### config.mk
export PLATFORM = sky130hd
export DESIGN_NAME = branch_resolve_unit
export DESIGN_NICKNAME = d
export VERILOG_FILES = /design/src/rtl/branch_resolve_unit.sv
export SDC_FILE = /design/constraint.sdc
export NUM_CORES = 1
export LEC_CHECK = 0
export BUFFER_PORTS_ARGS = -buffer_cell sky130_fd_sc_hd__buf_2
export CAP_MARGIN = 20
export CORE_MARGIN = 2
export CORE_UTILIZATION = 59
export CTS_BUF_LIST = sky130_fd_sc_hd__clkbuf_4
export DETAILED_ROUTE_END_ITERATION = 16
export PLACE_DENSITY = 0.87
export SLEW_MARGIN = 20
export SYNTH_ARGS = -nofsm -noshare
export SYNTH_HDL_FRONTEND = slang
export SYNTH_SLANG_ARGS = --single-unit
export TNS_END_PERCENT = 1
### constraint.sdc
create_clock -name CLK -period 5.9 [get_ports CLK]
set_input_delay 1.18 -clock CLK [delete_from_list [all_inputs] [get_ports CLK]]
set_output_delay 1.18 -clock CLK [all_outputs]
set_load 0.01 [all_outputs]
### src/rtl/branch_resolve_unit.sv
// branch_resolve_unit
//   Registered branch resolution for the multi-cycle MIPS datapath. Each
//   accepted request is evaluated against the signed MIPS branch conditions
//   (BEQ/BNE/BLEZ/BGTZ, REGIMM BLTZ/BGEZ/BLTZAL/BGEZAL). The unit produces the
//   branch target and link address, reports the 2-bit PHT prediction for the
//   PC, and flags mispredicts.
//
//   Optional build macro: BRANCH_STATS_EN adds saturating branch/mispredict
//   counters. Without it both count ports are tied to zero.
//
// Ports
//   CLK, RST_N            clock (rising edge), async active-low reset
//   Req / Ready           request handshake, accepted only while Ready=1
//   SrcA, SrcB            rs / rt operands (signed)
//   OP, Branch_funct      opcode and REGIMM rt sub-op
//   PC, Offset            branch address and 16-bit immediate
//   Flush                 synchronous abort to IDLE
//   Valid / Ack           result handshake, result held until Ack
//   IsBranch .. LinkAddr  registered results
//   BranchCount, MispredictCount  statistics
//
// state | meaning
// IDLE  | ready, waiting for Req
// EVAL  | operands latched, resolve condition and update PHT
// DONE  | result valid, waiting for Ack
module branch_resolve_unit #(
  parameter int DATA_W    = 32,
  parameter int PC_W      = 32,
  parameter int PHT_IDX_W = 4
) (
  input  logic              CLK,
  input  logic              RST_N,
  input  logic              Req,
  output logic              Ready,
  input  logic [DATA_W-1:0] SrcA,
  input  logic [DATA_W-1:0] SrcB,
  input  logic [5:0]        OP,
  input  logic [4:0]        Branch_funct,
  input  logic [PC_W-1:0]   PC,
  input  logic [15:0]       Offset,
  input  logic              Flush,
  output logic              Valid,
  input  logic              Ack,
  output logic              IsBranch,
  output logic              BranchSucceed,
  output logic              Predicted,
  output logic              Mispredict,
  output logic [PC_W-1:0]   BranchTarget,
  output logic              LinkEn,
  output logic [PC_W-1:0]   LinkAddr,
  output logic [31:0]       BranchCount,
  output logic [31:0]       MispredictCount
);

  localparam int PHT_ENTRIES = 1 << PHT_IDX_W;

  typedef enum logic [1:0] {S_IDLE, S_EVAL, S_DONE} state_t;

  state_t r_state;
  state_t w_state_nxt;

  logic [DATA_W-1:0] r_src_a;
  logic [DATA_W-1:0] r_src_b;
  logic [5:0]        r_op;
  logic [4:0]        r_funct;
  logic [PC_W-1:0]   r_pc;
  logic [15:0]       r_offset;

  logic              r_is_branch;
  logic              r_succeed;
  logic              r_predicted;
  logic              r_mispredict;
  logic [PC_W-1:0]   r_target;
  logic              r_link_en;
  logic [PC_W-1:0]   r_link_addr;

  logic [1:0]        r_pht [PHT_ENTRIES];

  logic                 w_accept;
  logic                 w_eval_fire;
  logic                 w_is_br;
  logic                 w_cond;
  logic                 w_link;
  logic                 w_a_eq_b;
  logic                 w_a_neg;
  logic                 w_a_zero;
  logic [PHT_IDX_W-1:0] w_idx;
  logic [1:0]           w_pht_val;
  logic [1:0]           w_pht_nxt;
  logic                 w_pred;
  logic                 w_misp;
  logic [PC_W-1:0]      w_sext_off;
  logic [PC_W-1:0]      w_target;
  logic [PC_W-1:0]      w_link_addr;

  // Flush outranks both Req and Ack.
  assign w_accept    = (r_state == S_IDLE) && Req && !Flush;
  assign w_eval_fire = (r_state == S_EVAL) && !Flush;

  always_ff @(posedge CLK or negedge RST_N) begin
    if (!RST_N) begin
      r_state <= S_IDLE;
    end else begin
      r_state <= w_state_nxt;
    end
  end

  always_comb begin
    w_state_nxt = r_state;
    if (Flush) begin
      w_state_nxt = S_IDLE;
    end else begin
      case (r_state)
        S_IDLE:  if (Req) w_state_nxt = S_EVAL;
        S_EVAL:  w_state_nxt = S_DONE;
        S_DONE:  if (Ack) w_state_nxt = S_IDLE;
        default: w_state_nxt = S_IDLE;
      endcase
    end
  end

  assign Ready = (r_state == S_IDLE);
  assign Valid = (r_state == S_DONE);

  always_ff @(posedge CLK or negedge RST_N) begin
    if (!RST_N) begin
      r_src_a  <= '0;
      r_src_b  <= '0;
      r_op     <= '0;
      r_funct  <= '0;
      r_pc     <= '0;
      r_offset <= '0;
    end else if (w_accept) begin
      r_src_a  <= SrcA;
      r_src_b  <= SrcB;
      r_op     <= OP;
      r_funct  <= Branch_funct;
      r_pc     <= PC;
      r_offset <= Offset;
    end
  end

  // Signed compares against zero reduce to sign bit and zero detect.
  assign w_a_eq_b = (r_src_a == r_src_b);
  assign w_a_neg  = r_src_a[DATA_W-1];
  assign w_a_zero = (r_src_a == '0);

  always_comb begin
    w_is_br = 1'b0;
    w_cond  = 1'b0;
    w_link  = 1'b0;
    case (r_op)
      6'b000100: begin w_is_br = 1'b1; w_cond = w_a_eq_b;             end
      6'b000101: begin w_is_br = 1'b1; w_cond = !w_a_eq_b;            end
      6'b000110: begin w_is_br = 1'b1; w_cond = w_a_neg || w_a_zero;  end
      6'b000111: begin w_is_br = 1'b1; w_cond = !w_a_neg && !w_a_zero; end
      6'b000001: begin
        case (r_funct)
          5'b00000: begin w_is_br = 1'b1; w_cond = w_a_neg;  end
          5'b00001: begin w_is_br = 1'b1; w_cond = !w_a_neg; end
          5'b10000: begin w_is_br = 1'b1; w_cond = w_a_neg;  w_link = 1'b1; end
          5'b10001: begin w_is_br = 1'b1; w_cond = !w_a_neg; w_link = 1'b1; end
          default: ;
        endcase
      end
      default: ;
    endcase
  end

  assign w_idx     = r_pc[PHT_IDX_W+1:2];
  assign w_pht_val = r_pht[w_idx];
  assign w_pred    = w_pht_val[1];
  assign w_misp    = w_is_br && (w_pred != w_cond);

  always_comb begin
    w_pht_nxt = w_pht_val;
    if (w_cond) begin
      if (w_pht_val != 2'b11) w_pht_nxt = w_pht_val + 2'b01;
    end else begin
      if (w_pht_val != 2'b00) w_pht_nxt = w_pht_val - 2'b01;
    end
  end

  assign w_sext_off  = {{(PC_W-16){r_offset[15]}}, r_offset};
  assign w_target    = r_pc + PC_W'(4) + (w_sext_off << 2);
  assign w_link_addr = r_pc + PC_W'(8);

  always_ff @(posedge CLK or negedge RST_N) begin
    if (!RST_N) begin
      for (int i = 0; i < PHT_ENTRIES; i++) r_pht[i] <= 2'b01;
    end else if (w_eval_fire && w_is_br) begin
      r_pht[w_idx] <= w_pht_nxt;
    end
  end

  always_ff @(posedge CLK or negedge RST_N) begin
    if (!RST_N) begin
      r_is_branch  <= 1'b0;
      r_succeed    <= 1'b0;
      r_predicted  <= 1'b0;
      r_mispredict <= 1'b0;
      r_target     <= '0;
      r_link_en    <= 1'b0;
      r_link_addr  <= '0;
    end else if (w_eval_fire) begin
      r_is_branch  <= w_is_br;
      r_succeed    <= w_is_br && w_cond;
      r_predicted  <= w_pred;
      r_mispredict <= w_misp;
      r_target     <= w_target;
      r_link_en    <= w_link;
      r_link_addr  <= w_link_addr;
    end
  end

  assign IsBranch      = r_is_branch;
  assign BranchSucceed = r_succeed;
  assign Predicted     = r_predicted;
  assign Mispredict    = r_mispredict;
  assign BranchTarget  = r_target;
  assign LinkEn        = r_link_en;
  assign LinkAddr      = r_link_addr;

`ifdef BRANCH_STATS_EN
  logic [31:0] r_br_cnt;
  logic [31:0] r_mp_cnt;

  always_ff @(posedge CLK or negedge RST_N) begin
    if (!RST_N) begin
      r_br_cnt <= '0;
      r_mp_cnt <= '0;
    end else if (w_eval_fire && w_is_br) begin
      if (r_br_cnt != 32'hFFFF_FFFF) r_br_cnt <= r_br_cnt + 32'd1;
      if (w_misp && (r_mp_cnt != 32'hFFFF_FFFF)) r_mp_cnt <= r_mp_cnt + 32'd1;
    end
  end

  assign BranchCount     = r_br_cnt;
  assign MispredictCount = r_mp_cnt;
`else
  assign BranchCount     = '0;
  assign MispredictCount = '0;
`endif

endmodule

==> qor.txt <==
Post-route clock period utilization: 66.0%
Number of hold buffers added after cts: 0
Total iterations of the first detailed-routing run: 5
Number of non-filler instances in the completed layout: 1557
Library cells used by synthesis: 54
Total Power: 5.27 mW
Post-synthesis cell count: 1032
Number of buffers added on ports: 198
Post-Place Worst Slack: 2050 ps
Slew margin rel.: 26.9%
Die width: 145 um
Share of cells above drive strength 1: 37.1%
Worst hold path type: reg -> reg
Total vias in the final route: 8481
Dpl hpwl: 19000 um
# Post-CTS Setup Buffers: 0
Proportion of power drawn by flip-flops and latches: 41.6%
Worst hold margin: 475 ps
Power density over the cells: 391 nW/um2
FF+latch count, synth: 224
Critical path data arrival time: 4430 ps
GR Overflow Total: 0
Maximum number of pins on one net before global-route repair: 134
DR vias/cell: 5.45
Final core utilization: 69.1%
H-Tree Level Count: 2
Number of antenna violations at the first check in global routing: 4
Number of max-cap violations: 0
Post-synth EDFFs: 0
Via count of the first global-routing pass: 8738
First-pass GRT wire length: 43200 um
Post-synthesis sequential area ratio: 47.7%
Starting Density: 60.5%
DRT iter0 DRCs: 365
FILL cells: 1431
Full die area: 21200 um2
Type of the worst setup path: reg -> reg
Clock tree from TritonCTS: yes
Sequential Area: 5630 um2
Number of rows in the core area: 51
Async set or reset register ratio after synthesis: 100%
Area of the mapped netlist: 11800 um2
Predominant post-synthesis flop cell: dfrtp_1
Final critical-path setup slack: 2010 ps
Per-instance average area after synthesis: 11.4 um2
Floorplan die height: 145 um
Biggest fanout along the worst timing path: 24
Sum of routed wire length over all layers: 26400 um
Leakage power: 6.52 nW
Placed inst area: 12800 um2
Achievable Freq: 257 MHz
DRC violation count after routing: 0
Switching power as a share of total power: 36.0%
Status: finished clean
Layout overhead on the synthesized area: 14.2%
Number of placed I/O pins: 263
Peak supply drop: 0.000269 V
Worst Skew: 45.3 ps
Total number of yosys warnings: 0
Worst-path clk slew: 60 ps
Time the worst path needs with I/O delays and setup: 3890 ps
Area inside the core boundary: 19500 um2
# placed instances: 1457
RSZ-0062 raised after global routing: no
Number of instances resized during post-cts repair: 0
Maximum clock insertion buffer count: 3
Launching element type of the critical path: flip-flop
Transition time of the tightest slew-check pin: 1090 ps
Net total in the final layout: 1438
Sum Neg Setup Slack: 0 ps
Required time of the critical path: 6440 ps
Weighted congestion at the end of routability-driven global placement: 0.886
Post-DR wirelength/cell: 17.0 um
Total clock sinks: 224
Cts bufs inserted: 57
Psw: 1.90 mW
Max-slew violation count: 0
Skew-Pair Late Insertion Delay: 700 ps
All-Layer GR Usage: 25.0%
Endpoints failing setup: 0
Fin. Hold Viols: 0
Number of antenna-violating nets in the routed design: 0
Fraction of power consumed by combinational cells: 33.7%
Clock root buffer: clkbuf_4
Crit path capture type: flip-flop
Multi-input gate area in the final layout: 5720 um2
Summed area of non-filler cells in the final layout: 13500 um2
Part of the power in the clock network: 24.7%
Internal: 3.37 mW
## layer usage
layer | wire length, um | global-route usage (%) | share of wire [%] | vias up
li1 | - | - | - | 4011
met1 | 10700 | 30.3 | 41 | 4085
met2 | 13000 | 43.1 | 49 | 330
met3 | 1940 | 7.08 | 7.4 | 49
met4 | 716 | 8.97 | 2.7 | 6
met5 | 32 | 0 | 0.12 | -
## path summary, 6_finish.rpt
check,cells past startpoint,end,slack [ps],startpoint
min reg2reg,2,LinkEn,470,LinkEn
min in group asynchronous,1,LinkAddr[26],510,RST_N
min,2,LinkEn,470,LinkEn
max,11,BranchTarget[31],2010,r_pc[3]
max in group asynchronous,2,r_src_a[25],4250,RST_N
max reg2reg,11,BranchTarget[31],2010,r_pc[3]
## flip-flops by register name, indices dropped and copies added (netlist names)
signal	cells
BranchTarget	32
r_pc	32
r_pht	32
r_src_a	32
r_src_b	32
LinkAddr	30
r_offset	16
r_op	6
r_funct	5
r_state	2
BranchSucceed	1
IsBranch	1
LinkEn	1
Mispredict	1
Predicted	1
## worst max-delay path: stages (launching register included)
cell and delay [ps]:
dfrtp_1 850, ha_1 360, ha_1 230, fa_1 410
a21o_1 210, nand4_1 110, nand4_1 120, and4b_1 230
o41a_1 470, a221oi_2 380, mux2i_1 220, nand4_1 120
## synth_stat cells (all sizes together), types with 11 or more instances
cell	number	area, um2
o21ai	70	350
a21o	17	128
xnor2	26	228
mux2	150	1690
nand2	113	424
buf	70	541
nand4	15	93.8
dfstp	16	420
nor4	18	113
clkbuf	34	128
ha	58	726
nor2	34	128
a21oi	21	105
nor3	11	55.1
dfrtp	208	5200
xor2	58	508
nand3	18	90.1
## cell type report
class / instances / area share [%]
multi-input cells: 758 / 42.4
flip-flops and latches: 224 / 41.7
repair buffers: 201 / 7.78
clock buffers: 86 / 4.79
well taps: 265 / 2.46
clock inverters: 13 / 0.557
inverters: 9 / 0.251
diodes: 1 / 0.0186
## cells by family (layout without fill, tap and decap cells)
logic type | Yosys count | in the layout | share of synthesized area, %
AOI/OAI and AO/OA | 139 | 139 | 7.12
xor gates and xnor gates | 84 | 84 | 6.23
adders and majority gates | 61 | 61 | 6.51
buffers and inverters | 113 | 309 | 5.95
DFF | 224 | 224 | 47.7
muxes | 162 | 162 | 16.4
other | 1 | 65 | 0.0318
and+or+nand+nor | 248 | 248 | 10.1
## power by group through the flow
stage / Clock [mW] / Combinational [mW] / Sequential (mW)
finish: 1.30 / 1.78 / 2.19
global route: 1.42 / 1.97 / 2.24
CTS: 1.34 / 1.78 / 2.19
detailed placement: 0 / 1.76 / 2.22
global placement: 0 / 1.71 / 2.19
floorplan: 0 / 1.21 / 2.20
## layout by cell type, fill, tap and decap left out, drive strengths merged, types with 3 or more instances in the layout
| cell | netlist | final |
|---|---|---|
| and4 | 4 | 4 |
| nand2b | 4 | 4 |
| a21o | 17 | 17 |
| and4b | 3 | 3 |
| a21oi | 21 | 21 |
| nor4 | 18 | 18 |
| a31oi | 5 | 5 |
| nor4b | 4 | 4 |
| nand2 | 113 | 113 |
| conb | 1 | 64 |
| xor2 | 58 | 58 |
| xnor2 | 26 | 26 |
| clkbuf | 34 | 86 |
| nand4 | 15 | 15 |
| nor2 | 34 | 34 |
| o31ai | 4 | 4 |
| o21a | 5 | 5 |
| nand3 | 18 | 18 |
| clkinv | 0 | 12 |
| inv | 9 | 10 |
| nor3 | 11 | 11 |
| buf | 70 | 201 |
| dfstp | 16 | 16 |
| mux4 | 10 | 10 |
| nor2b | 6 | 6 |
| dfrtp | 208 | 208 |
| o21ai | 70 | 70 |
| ha | 58 | 58 |
| and3 | 7 | 7 |
| mux2 | 150 | 150 |
Note: power is estimated with default switching activity, not from simulation.
